File: config.mk
export PLATFORM = sky130hd
export DESIGN_NAME = mux_rr_sched
export DESIGN_NICKNAME = d
export VERILOG_FILES = /design/src/rtl/mux_rr_sched_pkg.sv /design/src/rtl/mux_rr_sched_rr_pick.sv /design/src/rtl/mux_rr_sched.sv
export SDC_FILE = /design/constraint.sdc
export NUM_CORES = 1
export LEC_CHECK = 0
export CAP_MARGIN = 10
export CORE_AREA = 2 2 42 83
export CTS_CLUSTER_SIZE = 28
export DETAILED_ROUTE_END_ITERATION = 6
export DIE_AREA = 0 0 44 85
export PLACE_DENSITY = 0.75
export SYNTH_ARGS = -nofsm -noshare
export SYNTH_HDL_FRONTEND = slang
export SYNTH_SLANG_ARGS = --single-unit
File: constraint.sdc
create_clock -name clk -period 3.3 [get_ports clk]
set_input_delay 0.33 -clock clk [delete_from_list [all_inputs] [get_ports clk]]
set_output_delay 0.33 -clock clk [all_outputs]
set_load 0.02 [all_outputs]
File: src/rtl/mux_rr_sched_pkg.sv
// Shared definitions for the level-2 round-robin lane scheduler and its helpers.
// The lane count, the data width, the FSM state encodings and the pointer reset value live here.
package mux_rr_sched_pkg;

    localparam int NUM_LANES = 4;
    localparam int DATA_W    = 8;
    localparam int IDX_W     = 2;
    localparam int CNT_W     = 4;

    // Reset pointer sits on the last lane, so the first scan starts at lane 0.
    localparam logic [IDX_W-1:0] LAST_PTR_RST = 2'd3;

    typedef enum logic {
        ST_ARB  = 1'b0,
        ST_LOCK = 1'b1
    } state_t;

endpackage

File: src/rtl/mux_rr_sched_rr_pick.sv
// Rotating-priority encoder: picks the first valid lane after i_ptr, scanning cyclically.
// Purely combinational. When no lane is valid, o_any is low and o_idx is 0.
module rr_pick
    import mux_rr_sched_pkg::*;
(
    input  logic [NUM_LANES-1:0] i_valid,
    input  logic [IDX_W-1:0]     i_ptr,
    output logic [IDX_W-1:0]     o_idx,
    output logic                 o_any
);

    logic [IDX_W-1:0] w_cand;

    // Walk from the farthest candidate to the nearest, so the nearest valid lane wins.
    always_comb begin
        o_idx  = '0;
        o_any  = 1'b0;
        w_cand = '0;
        for (int k = NUM_LANES; k >= 1; k--) begin
            w_cand = i_ptr + IDX_W'(k);
            if (i_valid[w_cand]) begin
                o_idx = w_cand;
                o_any = 1'b1;
            end
        end
    end

endmodule

File: src/rtl/mux_rr_sched.sv
// Round-robin scheduler that shares one registered byte channel among four lanes, with a burst lock.
// A transfer is visible one cycle after the accepting edge; a stalled output holds and no lane is accepted.
module mux_rr_sched
    import mux_rr_sched_pkg::*;
#(
    parameter int MAX_BURST = 4
) (
    input  logic              clk,
    input  logic              reset,
    input  logic [DATA_W-1:0] dataIn0,
    input  logic [DATA_W-1:0] dataIn1,
    input  logic [DATA_W-1:0] dataIn2,
    input  logic [DATA_W-1:0] dataIn3,
    input  logic              validIn0,
    input  logic              validIn1,
    input  logic              validIn2,
    input  logic              validIn3,
    output logic              readyOut0,
    output logic              readyOut1,
    output logic              readyOut2,
    output logic              readyOut3,
    output logic [DATA_W-1:0] dataOut,
    output logic              validOut,
    input  logic              readyIn,
    output logic [IDX_W-1:0]  grantOut
);

    localparam logic [CNT_W:0] MAX_BURST_W = (CNT_W+1)'(MAX_BURST);

    state_t             r_state;
    state_t             w_state_nxt;
    logic [IDX_W-1:0]   r_last_ptr;
    logic [IDX_W-1:0]   r_owner;
    logic [CNT_W-1:0]   r_burst_cnt;
    logic [DATA_W-1:0]  r_data;
    logic               r_valid;
    logic [IDX_W-1:0]   r_grant;

    logic [DATA_W-1:0]  w_data [NUM_LANES];
    logic [NUM_LANES-1:0] w_valid;
    logic [NUM_LANES-1:0] w_ready;
    logic [IDX_W-1:0]   w_pick_idx;
    logic               w_pick_any;
    logic [IDX_W-1:0]   w_sel;
    logic               w_sel_ok;
    logic               w_can_load;
    logic               w_xfer;
    logic [CNT_W:0]     w_cnt_inc;
    logic               w_stay_locked;

    assign w_data[0] = dataIn0;
    assign w_data[1] = dataIn1;
    assign w_data[2] = dataIn2;
    assign w_data[3] = dataIn3;
    assign w_valid   = {validIn3, validIn2, validIn1, validIn0};

    rr_pick u_rr_pick (
        .i_valid (w_valid),
        .i_ptr   (r_last_ptr),
        .o_idx   (w_pick_idx),
        .o_any   (w_pick_any)
    );

    // The output register can take a new beat when it is empty or being drained this cycle.
    assign w_can_load    = !r_valid || readyIn;
    assign w_sel         = (r_state == ST_LOCK) ? r_owner : w_pick_idx;
    assign w_sel_ok      = (r_state == ST_LOCK) ? w_valid[r_owner] : w_pick_any;
    assign w_xfer        = w_can_load && w_sel_ok;
    assign w_cnt_inc     = {1'b0, r_burst_cnt} + (CNT_W+1)'(1);
    assign w_stay_locked = (w_cnt_inc < MAX_BURST_W);

    always_ff @(posedge clk or posedge reset) begin
        if (reset) begin
            r_state <= ST_ARB;
        end else begin
            r_state <= w_state_nxt;
        end
    end

    // A locked owner that goes idle gives up the grant; nobody else is served in that cycle.
    always_comb begin
        w_state_nxt = r_state;
        if (w_xfer) begin
            w_state_nxt = w_stay_locked ? ST_LOCK : ST_ARB;
        end else if (w_can_load && (r_state == ST_LOCK)) begin
            w_state_nxt = ST_ARB;
        end
    end

    always_comb begin
        w_ready = '0;
        if (!reset && w_xfer) begin
            w_ready[w_sel] = 1'b1;
        end
    end

    assign readyOut0 = w_ready[0];
    assign readyOut1 = w_ready[1];
    assign readyOut2 = w_ready[2];
    assign readyOut3 = w_ready[3];

    always_ff @(posedge clk or posedge reset) begin
        if (reset) begin
            r_data      <= '0;
            r_valid     <= 1'b0;
            r_grant     <= '0;
            r_last_ptr  <= LAST_PTR_RST;
            r_burst_cnt <= '0;
            r_owner     <= '0;
        end else if (w_xfer) begin
            r_data     <= w_data[w_sel];
            r_valid    <= 1'b1;
            r_grant    <= w_sel;
            r_last_ptr <= w_sel;
            if (w_stay_locked) begin
                r_burst_cnt <= w_cnt_inc[CNT_W-1:0];
                r_owner     <= w_sel;
            end else begin
                r_burst_cnt <= '0;
            end
        end else if (w_can_load) begin
            r_valid <= 1'b0;
            if (r_state == ST_LOCK) begin
                r_burst_cnt <= '0;
            end
        end
    end

    assign dataOut  = r_data;
    assign validOut = r_valid;
    assign grantOut = r_grant;

endmodule

==> impl_metrics.toml <==
[status]
outcome = "completed"

[worst_setup_path]
worstPathArrival_ns = 2.53
endpoint_kind = "primary output"
critical_path.startpoint_type = "primary input"
timing.setup.critical_path_class = "primary input to primary output"
crit_fanout = 7
timing.rr.start = "r_last_ptr[1]"
start_point_of_the_critical_path = "validIn2"
data_required_time_of_the_critical_path_ns = 2.97

[clock_tree]
clk-insertion-delay-late_ns = 0.25
cts_hold_repair.buffers = 0
cts_buffer_depth = 2
post_cts_resize_count = 0
clock_tree.root_cell = "sky130_fd_sc_hd__clkbuf_8"
cts_post_setup_buffers_inserted = 0
tritoncts.num_buffers = 3
clk_transition_reported_paths_ns = 0.07
ctsHtreeMaxLevel = 1
clk_sinks = 20
tritoncts_clock_tree = "yes"

[detailed_routing]
route.detailed.drc = 0
wl_um = 3290
first_pass_iters = 4
num_vias = 1093
routed_wire_length_per_instance_um = 16.5
antenna_left = 0
initial_drt_markers = 13
avgViaCountPerCell = 5.49

[placement]
post-place-ws_ns = 0.464
io_buffer_count = 53
dp.final_hpwl_um = 2680
gp_routability_congestion = 0.799
post_dp_cell_area_sq_mm = 0.00177

[logic_synthesis]
synth_top_family_by_area = "compound AO/OA/AOI/OAI gates"
synth.area.mux_share_pct = 17.9
yosys.area_share.simple_pct = 16.2
yosys-top-cells-area = "sky130_fd_sc_hd__dfrtp_1 37%, sky130_fd_sc_hd__mux2i_1 13%, sky130_fd_sc_hd__o221ai_1 6.5%"
synth-async-reset-ratio_pct = 100
synth_top_area_cell = "sky130_fd_sc_hd__dfrtp_1"
postSynthRegisterBits = 20
synth_compound_area_share_pct = 18.8
syn_area_sq_mm = 0.00121
netlist.area_leader.share_pct = 37.2
syn_avg_cell_area_sq_um = 10.8
synth_fp_nets = 152
synth-xor-area-share_pct = 0
post_synth_edffs = 0
synth_warnings = 0
ys_seq_area_share_pct = 41.5
synth_cells = 112
synth_cell_type_count = 40
post_synth_fa_ha_maj_area_fraction_pct = 1.03
top_ff_cell_synth = "sky130_fd_sc_hd__dfrtp_1"

[worst_hold_path]
min-delay-path-class = "flip-flop to flip-flop"
worst_hold_startpoint = "dataOut[0]"

[sta]
post-route-worst-setup-slack_ns = 0.437
min_period_ns = 2.86
period_share_pct = 86.8
summed_negative_setup_slack_over_all_endpoints_ns = 0
final_slew_violations = 0
clock_skew_ns = 0.00363
hold_viol = 0
fmax_ghz = 0.349
unrepaired_setup_endpoints_after_global_routing = "no"
tightest_slew_ns = 0.750
relSlewSlack_pct = 50.0
timing.final.setup_violations = 0

[floorplanning]
die_area_sq_mm = 0.00374
rows = 29
die_h_um = 85
io-pin-count = 54
fp.dieW_um = 44
core_area_sq_mm = 0.00312
initial_core_util_pct = 38.8

[global_routing]
first_global_vias = 1217
grt_max_degree = 21
overflow = 0
number_of_antenna_violations_at_the_first_check_in_global_routing = 0
grt_pass1_wl_um = 5430
grt_util_all_layers_pct = 19.1

[power_and_ir_drop]
p_seq_share_pct = 28.8
p_int_uw = 911
net_sw_power_uw = 656
power_density_mw_per_mm2 = 865
leakagePower_nw = 0.776
total_power_mw = 1.57
pwr-share-clk_pct = 10.2
power_frac_comb_pct = 61.0
max-vdd-ir-drop_mv = 0.562
power.switching_fraction_pct = 41.9

[layout]
layout.cell_area.non_filler_sq_mm = 0.00181
n_antenna_cell = 0
most-common-layout-cells = "53 x sky130_fd_sc_hd__clkdlybuf4s50_1, 18 x sky130_fd_sc_hd__dfrtp_1, 16 x sky130_fd_sc_hd__nand2_1, 16 x sky130_fd_sc_hd__mux2i_1, 9 x sky130_fd_sc_hd__o221ai_1"
commonest_non_fill_non_tap_cell_in_the_layout = "sky130_fd_sc_hd__clkdlybuf4s50_1"
area.growth.synth_to_final_pct = 49.6
layout-drive-gt1-share_pct = 11.3
number_of_nets_in_the_final_layout = 209

[run]
max-cap-violations = 0
-- state kept, by name (all words and copies together), names as in the netlist --
| signal | flops |
|---|---|
| r_burst_cnt | 4 |
| validOut | 1 |
| r_state | 1 |
| grantOut | 2 |
| r_owner | 2 |
| dataOut | 8 |
| r_last_ptr | 2 |
-- power groups by stage --
stage | clock network [mW] | logic [mW] | registers (mW)
6_report | 0.160 | 0.956 | 0.451
4_1_cts | 0.165 | 0.965 | 0.451
2_1_floorplan | 0 | 0.580 | 0.516
3_5_place_dp | 0 | 0.964 | 0.452
5_1_grt | 0.173 | 1.03 | 0.466
3_3_place_gp | 0 | 0.925 | 0.448
-- layout make-up --
class	count	area, sq um
Clock buffer	4	45.0
Timing Repair Buffer	56	553
Tap cell	31	38.8
Inverter	5	18.8
Multi-Input combinational cell	83	653
Fill cell	288	1310
Sequential cell	20	503
-- through the flow --
| step | utilization, % | hold slack, ns | std cells |
|---|---|---|---|
| 6_report | 58.1 | 0.494 | 199 |
| 5_1_grt | 58.1 | 0.525 | 199 |
| 4_1_cts | 58.1 | 0.503 | 199 |
| 3_5_place_dp | 56.6 | 0.476 | 195 |
| 3_3_place_gp | 56.6 | 0.475 | 195 |
| 2_1_floorplan | - | 0.292 | 112 |
-- path summary, 6_finish.rpt --
kind                       cells past startpoint           to  slack (ns)
max in group asynchronous                      2     validOut        2.26
hold / removal                                 2   dataOut[0]        0.49
setup reg to reg                               6   dataOut[2]        1.32
min in group asynchronous                      2  grantOut[1]        0.57
hold reg to reg                                2   dataOut[0]        0.49
setup / recovery                               7    readyOut2        0.44
-- worst max-delay path, stage by stage --
cell,delay [ns]
sky130_fd_sc_hd__clkdlybuf4s50_1,0.55
sky130_fd_sc_hd__or3b_1,0.40
sky130_fd_sc_hd__o2111ai_2,0.12
sky130_fd_sc_hd__o311ai_4,0.17
sky130_fd_sc_hd__buf_4,0.21
sky130_fd_sc_hd__nor2_1,0.12
sky130_fd_sc_hd__clkdlybuf4s50_1,0.63
-- layer usage --
layer | share of wire, % | wire, um | GRT usage (%)
met2 | 59 | 1940 | 36.5
met4 | 1.3 | 43 | 6.61
met3 | 4.1 | 135 | 1.91
met5 | 0 | 0 | 0
met1 | 36 | 1170 | 20.2
-- cell usage after synthesis, types with 2 or more instances --
cell type	n
sky130_fd_sc_hd__dfstp_2	2
sky130_fd_sc_hd__nor2_1	8
sky130_fd_sc_hd__o21a_1	2
sky130_fd_sc_hd__and2_1	3
sky130_fd_sc_hd__inv_1	5
sky130_fd_sc_hd__o221ai_1	9
sky130_fd_sc_hd__mux2i_1	16
sky130_fd_sc_hd__nand2_1	16
sky130_fd_sc_hd__buf_2	2
sky130_fd_sc_hd__dfrtp_1	18
sky130_fd_sc_hd__mux2_1	2
-- cell families (layout without fill, tap and decap cells) --
kind of cell,after synthesis,count (layout)
and+or+nand+nor,38,38
AOI/OAI and AO/OA,24,24
muxes,20,20
DFF,20,20
buffers and inverters,9,65
adders and majority gates,1,1
Note: power is estimated with default switching activity, not from simulation.
